<file path="config.mk">
export PLATFORM = sky130hd
export DESIGN_NAME = pipe_hazard_ctrl
export DESIGN_NICKNAME = d
export VERILOG_FILES = /design/src/rtl/pipe_hazard_ctrl.sv
export SDC_FILE = /design/constraint.sdc
export NUM_CORES = 1
export LEC_CHECK = 0
export CORE_ASPECT_RATIO = 0.9
export CORE_MARGIN = 10
export CORE_UTILIZATION = 40
export CTS_BUF_LIST = sky130_fd_sc_hd__clkbuf_8 sky130_fd_sc_hd__clkbuf_16
export DETAILED_ROUTE_END_ITERATION = 7
export PLACE_DENSITY = 0.75
export SETUP_SLACK_MARGIN = 0.4
export SKIP_LAST_GASP = 1
export SYNTH_ARGS = -nofsm -noshare
export SYNTH_HDL_FRONTEND = slang
export SYNTH_SLANG_ARGS = --single-unit
</file>
<file path="constraint.sdc">
create_clock -name clk -period 8.6 [get_ports clk]
set_input_delay 1.72 -clock clk [delete_from_list [all_inputs] [get_ports clk]]
set_output_delay 1.72 -clock clk [all_outputs]
set_load 0.05 [all_outputs]
</file>
<file path="src/rtl/pipe_hazard_ctrl.sv">
// pipe_hazard_ctrl: stall/flush/halt control for a five-stage pipeline with performance counters
module pipe_hazard_ctrl #(
  parameter int CNT_W = 32,
  parameter int RA_W  = 5
) (
  input  logic             clk,
  input  logic             reset,
  input  logic [RA_W-1:0]  id_rs1,
  input  logic [RA_W-1:0]  id_rs2,
  input  logic             id_halt,
  input  logic             ex_memread,
  input  logic [RA_W-1:0]  ex_rd,
  input  logic             ex_branch_taken,
  input  logic             mem_access,
  input  logic             dmem_ready,
  input  logic             wb_halt,
  output logic             pc_en,
  output logic             if_id_en,
  output logic             id_ex_en,
  output logic             ex_mem_en,
  output logic             mem_wb_en,
  output logic             pc_sel_branch,
  output logic             if_id_flush,
  output logic             id_ex_flush,
  output logic             mem_wb_flush,
  output logic             dmem_req,
  output logic             halted,
  output logic [CNT_W-1:0] cycle_cnt,
  output logic [CNT_W-1:0] stall_cnt,
  output logic [CNT_W-1:0] flush_cnt
);
  typedef enum logic [1:0] {RUN, DRAIN, HALTED} state_e;
  state_e state_q, state_d;
  logic [CNT_W-1:0] cycle_cnt_q, stall_cnt_q, flush_cnt_q;
  logic mem_stall, load_use, stall_inc, flush_inc;
  assign mem_stall = mem_access & ~dmem_ready;
  assign load_use  = ex_memread & (ex_rd != '0) & ((ex_rd == id_rs1) | (ex_rd == id_rs2));
  always_comb begin
    state_d       = state_q;
    pc_en         = 1'b0;
    if_id_en      = 1'b0;
    id_ex_en      = 1'b0;
    ex_mem_en     = 1'b0;
    mem_wb_en     = 1'b0;
    pc_sel_branch = 1'b0;
    if_id_flush   = 1'b0;
    id_ex_flush   = 1'b0;
    mem_wb_flush  = 1'b0;
    dmem_req      = 1'b0;
    stall_inc     = 1'b0;
    flush_inc     = 1'b0;
    if (reset) begin
      if_id_flush  = 1'b1;
      id_ex_flush  = 1'b1;
      mem_wb_flush = 1'b1;
      state_d      = RUN;
    end else begin
      case (state_q)
        RUN: begin
          dmem_req = mem_access;
          if (mem_stall) begin
            mem_wb_en    = 1'b1;
            mem_wb_flush = 1'b1;
            stall_inc    = 1'b1;
          end else if (ex_branch_taken) begin
            {pc_en, if_id_en, id_ex_en, ex_mem_en, mem_wb_en} = '1;
            pc_sel_branch = 1'b1;
            if_id_flush   = 1'b1;
            id_ex_flush   = 1'b1;
            flush_inc     = 1'b1;
          end else if (load_use) begin
            {id_ex_en, ex_mem_en, mem_wb_en} = '1;
            id_ex_flush = 1'b1;
            stall_inc   = 1'b1;
          end else begin
            {pc_en, if_id_en, id_ex_en, ex_mem_en, mem_wb_en} = '1;
            if_id_flush = id_halt;
            state_d     = id_halt ? DRAIN : RUN;
          end
        end
        DRAIN: begin
          // only bubbles trail the Halt, so branch and load-use inputs are ignored
          dmem_req     = mem_access;
          if_id_flush  = 1'b1;
          if_id_en     = ~mem_stall;
          id_ex_en     = ~mem_stall;
          ex_mem_en    = ~mem_stall;
          mem_wb_en    = 1'b1;
          mem_wb_flush = mem_stall;
          stall_inc    = mem_stall;
          state_d      = wb_halt ? HALTED : DRAIN;
        end
        default: ;
      endcase
    end
  end
  always_ff @(posedge clk) begin
    state_q <= state_d;
    if (reset) begin
      cycle_cnt_q <= '0;
      stall_cnt_q <= '0;
      flush_cnt_q <= '0;
    end else if (state_q != HALTED) begin
      cycle_cnt_q <= cycle_cnt_q + 1'b1;
      stall_cnt_q <= stall_cnt_q + CNT_W'(stall_inc);
      flush_cnt_q <= flush_cnt_q + CNT_W'(flush_inc);
    end
  end
  assign halted    = (state_q == HALTED);
  assign cycle_cnt = cycle_cnt_q;
  assign stall_cnt = stall_cnt_q;
  assign flush_cnt = flush_cnt_q;
endmodule

</file>
* Word-level counts from Yosys, hierarchy flattened
Index checks and enable logic that the tools add are counted.
Storage, ports and cells: register bits 98, input port bits 23, output and inout port bits 107, word-level logic and storage cells 67
Operators by class: add/subtract/negate cells 3, equal/unequal tests 8, muxes and demuxes 41, bitwise logic cells 6, reduce and logical (&&, ||, !) cells 5
Operators with widths (count):
- $add A32 B1 Y32 | 2
- $add A32 B1 Y32 const B | 1
- $mux W1 | 31
- $eq A5 B5 Y1 | 2
- $pmux W1 S2 | 5
- $mux W2 | 4
- $ne A2 B2 Y1 const B | 4
- $reduce_bool A5 Y1 | 1
- $pmux W2 S2 | 1
- $reduce_and A4 Y1 | 1
- $and A1 B1 Y1 | 3
- $eq A2 B1 Y1 const B | 1
- $eq A2 B2 Y1 const B | 1
- $logic_not A2 Y1 | 1
- $not A1 Y1 | 2
- $reduce_bool A2 Y1 | 1
- $reduce_or A2 Y1 | 1
- $or A1 B1 Y1 | 1

* Depth between registers and ports, before layout
word-level depth 9, depth in mapped cells 12, depth with buffers taken out 9

* Worst setup path after synthesis
No wires, ideal clock.
path kind in2out, start point in reset, end point out pc_en, arrival 3.864 ns, data required time 6.880 ns, path slack 3.016 ns, stages on the path 3, path buffers 0, cells stage by stage nor2_1 -> nand2b_1 -> a211oi_1
Between the ends: cells in the longest elaborated chain, start to end 1
RTL lines:
- start: declaration | line 7 | input logic reset,
- $mux W1 | line 52 | if (reset) begin
- end: declaration | line 17 | output logic pc_en,
No other way between the ends.

* Worst setup path after layout
start point in ex_rd[1], end point out pc_en
Between the ends: cells in the longest elaborated chain, start to end 8, elaborated cells on any way between the ends 11, classes of those cells 2 x eq/ne; 5 x mux; 3 x bitwise; 1 x reduce/logical
RTL lines:
- start: declaration | line 12 | input logic [RA_W-1:0] ex_rd,
- $eq A5 B5 Y1 or $reduce_bool A5 Y1 (tied branches) | line 37 | assign load_use = ex_memread & (ex_rd != '0) & ((ex_rd == id_rs1) | (ex_rd == id_rs2));
- $or A1 B1 Y1 or $and A1 B1 Y1 (tied branches) | line 37
- $and A1 B1 Y1 (*) | line 37
- $mux W1 (*) | line 71 | end else if (load_use) begin
- $mux W1 (*) | line 65 | end else if (ex_branch_taken) begin
- $mux W1 (*) | line 61 | if (mem_stall) begin
- $mux W1 (*) | line 58 | case (state_q)
- $mux W1 (*) | line 52
Every way passes the cells marked *; elsewhere a longest branch is shown, timed or not.

==> Implementation_results.wiki <==
{| class="wikitable"
! Metric !! Value
|-
| Wire length per cell || around 16 µm
|-
| Worst skew pair latency || 0.35 ns
|-
| Leakage || around 2.3 nW
|-
| Setup repair after global routing missed its margin || false
|-
| I/O pin total || 130
|-
| Starting density of the core || 40.9%
|-
| First DRT Iteration DRCs || 323
|-
| Vias per Instance || 5.60
|-
| Number of distinct library cells after synthesis || 43
|-
| Cell with the most instances after synthesis || sky130_fd_sc_hd__dfxtp_1
|-
| Synth Flop Type || sky130_fd_sc_hd__dfxtp_1
|-
| Cell taking the most area after synthesis || sky130_fd_sc_hd__dfxtp_1
|-
| Number of hold-repair buffers added at the cts stage || 0
|-
| Setup repair bufs after CTS || 0
|-
| Half-perimeter wire length after detailed placement || 10200 µm
|-
| Critical-path maximum fanout || 6
|-
| Data arrival time of the critical path || 4.31 ns
|-
| Total routing resource utilization after global routing || between 15 and 20%
|-
| Leading cell types by total area after synthesis || sky130_fd_sc_hd__dfxtp_1, sky130_fd_sc_hd__mux2_2, sky130_fd_sc_hd__nor2b_1
|-
| ANT nets after route || 0
|-
| Min setup slack post-route || ~2.6 ns
|-
| Sequential cell area fraction in the yosys report || between 30% and 40%
|-
| Worst-Margin Slew || 1.03 ns
|-
| Die Outline Area || 18000 µm²
|-
| Gpl congestion || 0.883
|-
| Normalized max-slew margin || 31.3%
|-
| Number of warnings issued by yosys || 0
|-
| Number of placement rows || 39
|-
| Count of buffers inserted at the top-level ports || around 130
|-
| Worst hold slack || 0.474 ns
|-
| Share of the synthesized area in the top cell type || 37.7%
|-
| DRC errors left || 0
|-
| Number of failing setup endpoints in the final timing report || 0
|-
| Clock tree from TritonCTS || done
|-
| Mean Syn Cell Area || 8.29 µm²
|-
| Pin count of the biggest net entering global routing || between 70 and 80
|-
| Number of global-route vias before repair || ~4700
|-
| Total of max-cap violations || 0
|-
| Antenna violations before repair || 0
|-
| Net count after synthesis || 656
|-
| Number of enable-type register cells in the synthesized netlist || 0
|-
| Global-route wire length before repair || 23300 µm
|-
| DIE HEIGHT || 128 µm
|-
| Final hold vios || 0
|-
| Worst-path clk slew || about 0.060 ns
|-
| Maximum vdd drop || 0.000128 V
|-
| Async set-reset flop share out of synthesis || 0%
|-
| Finished Cell Area || between 6000 and 7000 µm²
|-
| H-tree levels || 3
|-
| Crit Path Category || in -> out
|-
| Number of buffers created by CTS || 9
|-
| Shortest period the worst path allows || 6.03 ns
|-
| Worst setup SP type || input port
|-
| Max clock buf depth || 2
|-
| Synthesized netlist cell count || 628
|-
| Placement Cell Area || around 6500 µm²
|-
| Highest clock frequency the design can meet || roughly 0.17 GHz
|-
| Routed via count || 5018
|-
| Run status || completed
|-
| List of most frequent post-synthesis cells || sky130_fd_sc_hd__dfxtp_1, sky130_fd_sc_hd__nor2_1, sky130_fd_sc_hd__nand2_1
|-
| Total clock sinks || 98
|-
| Slew Viols, Final || 0
|-
| Overflow left after global routing || 0
|-
| Req. time, crit path || around 7 ns
|-
| Final worst path period share || 70.1%
|-
| Layout Nets || 756
|-
| Resize count post-CTS || 0
|-
| Dpl ws || about 2.6 ns
|-
| HP Class || reg -> reg
|-
| Layout overhead on the synthesized area || 31.4%
|-
| Cell area after technology mapping || around 5200 µm²
|-
| Total Negative Setup Slacks || 0 ns
|-
| Area of the core || 12700 µm²
|-
| Antenna cells || 0
|-
| Fillcell total || 1159
|-
| Sum of routed wire length over all layers || 14300 µm
|-
| Total iterations of the first detailed-routing run || 5
|-
| CP Capture Type || output pin
|-
| Clock skew || around 0.0054 ns
|-
| Die boundary width || 140 µm
|-
| Total area of multi-input combinational cells || 2980 µm²
|-
| Number of synthesized register bits || a little under 100
|-
| Power density over the cells || 145 nW/µm²
|-
| Root Driver || sky130_fd_sc_hd__clkbuf_16
|-
| Fraction of final layout cells with drive strength greater than 1 || between 7 and 8%
|-
| FF+latch area || 1960 µm²
|}
==> per-stage QoR <==
stage / std cells / total power, mW / util (%)
floorplan: 628 / 0.532 / -
global placement: 881 / 0.562 / 51.2
detailed placement: 881 / 0.564 / 51.2
CTS: 896 / 1.00 / 53.7
global route: 896 / 1.03 / 53.7
finish: 896 / 0.989 / 53.7
==> cells by family (layout without fill, tap and decap cells) <==
group | Yosys count | in the layout | share of synthesized area, %
DFF | 98 | 98 | 37.7
AOI/OAI and AO/OA | 83 | 83 | 9.59
muxes | 37 | 37 | 8.01
and+or+nand+nor | 313 | 313 | 33.1
xor gates and xnor gates | 32 | 32 | 5.39
adders and majority gates | 5 | 5 | 1.20
buffers and inverters | 60 | 164 | 5.03
==> worst paths after layout <==
kind                                                    to  depth (start not counted)                      start  slack [ns]
worst max-delay path                                 pc_en                          6                   ex_rd[1]        2.57
worst min-delay path             stall_cnt[0]$_SDFFE_PP0N_                          2  stall_cnt[0]$_SDFFE_PP0N_        0.47
worst max register to register  stall_cnt[16]$_SDFFE_PP0N_                          9    state_q[1]$_SDFFE_PP0P_        5.47
worst min register to register   stall_cnt[0]$_SDFFE_PP0N_                          2  stall_cnt[0]$_SDFFE_PP0N_        0.47
==> registers in the layout, indices dropped and copies added (netlist names) <==
register	flops
cycle_cnt	32
flush_cnt	32
stall_cnt	32
state_q	2
==> placed cells by master (no fill, tap or decap), drive strengths merged <==
| cell type | count |
|---|---|
| a221o | 1 |
| or3 | 13 |
| and2 | 4 |
| nor2 | 65 |
| or2 | 2 |
| xor2 | 14 |
| o22ai | 1 |
| nand2b | 1 |
| a211oi | 2 |
| a221oi | 1 |
| bufinv | 2 |
| and4b | 1 |
| nand2 | 49 |
| and4 | 13 |
| xnor2 | 18 |
| nor3 | 4 |
| a21o | 1 |
| mux2 | 37 |
| nor2b | 40 |
| inv | 20 |
| nand3 | 26 |
| or2b | 1 |
| a2111oi | 1 |
| clkbuf | 11 |
| a41oi | 1 |
| nor4b | 2 |
| buf | 3 |
| a21oi | 40 |
| o31ai | 22 |
| clkdlybuf4s50 | 128 |
| ha | 5 |
| a22o | 1 |
| dfxtp | 98 |
| or4b | 1 |
| o21ai | 12 |
| nor4 | 37 |
| nand4 | 23 |
| and3 | 7 |
| or4 | 24 |
==> where the power goes <==
group,internal (mW),switching [mW],leakage (nW)
logic,0.0336,0.0581,1.30
registers,0.457,0.00517,0.790
clock network,0.267,0.167,0.164
total,0.758,0.231,2.25
==> final cells by class <==
| class | count | area share (%) |
|---|---|---|
| clock buffer | 11 | 3.70 |
| clock inverter | 4 | 0.988 |
| inverter | 18 | 0.988 |
| multi-input combinational | 470 | 43.6 |
| sequential | 98 | 28.7 |
| tap | 164 | 3.00 |
| timing repair buffer | 131 | 19.1 |
==> routing by layer <==
metal	track usage, %	up-vias	wire length [µm]
li1	-	2477	-
met1	17.9	2388	6360
met2	25.1	136	6620
met3	6.89	17	1200
met4	3.94	0	153
met5	0	-	0
==> critical path, stage by stage <==
cell                              delay [ns]
sky130_fd_sc_hd__clkdlybuf4s50_1        0.47
sky130_fd_sc_hd__or4_1                  0.54
sky130_fd_sc_hd__o21ai_1                0.36
sky130_fd_sc_hd__nor2_1                 0.10
sky130_fd_sc_hd__a211oi_1               0.27
sky130_fd_sc_hd__clkdlybuf4s50_1        0.85
(Power assumes the default switching activity.)
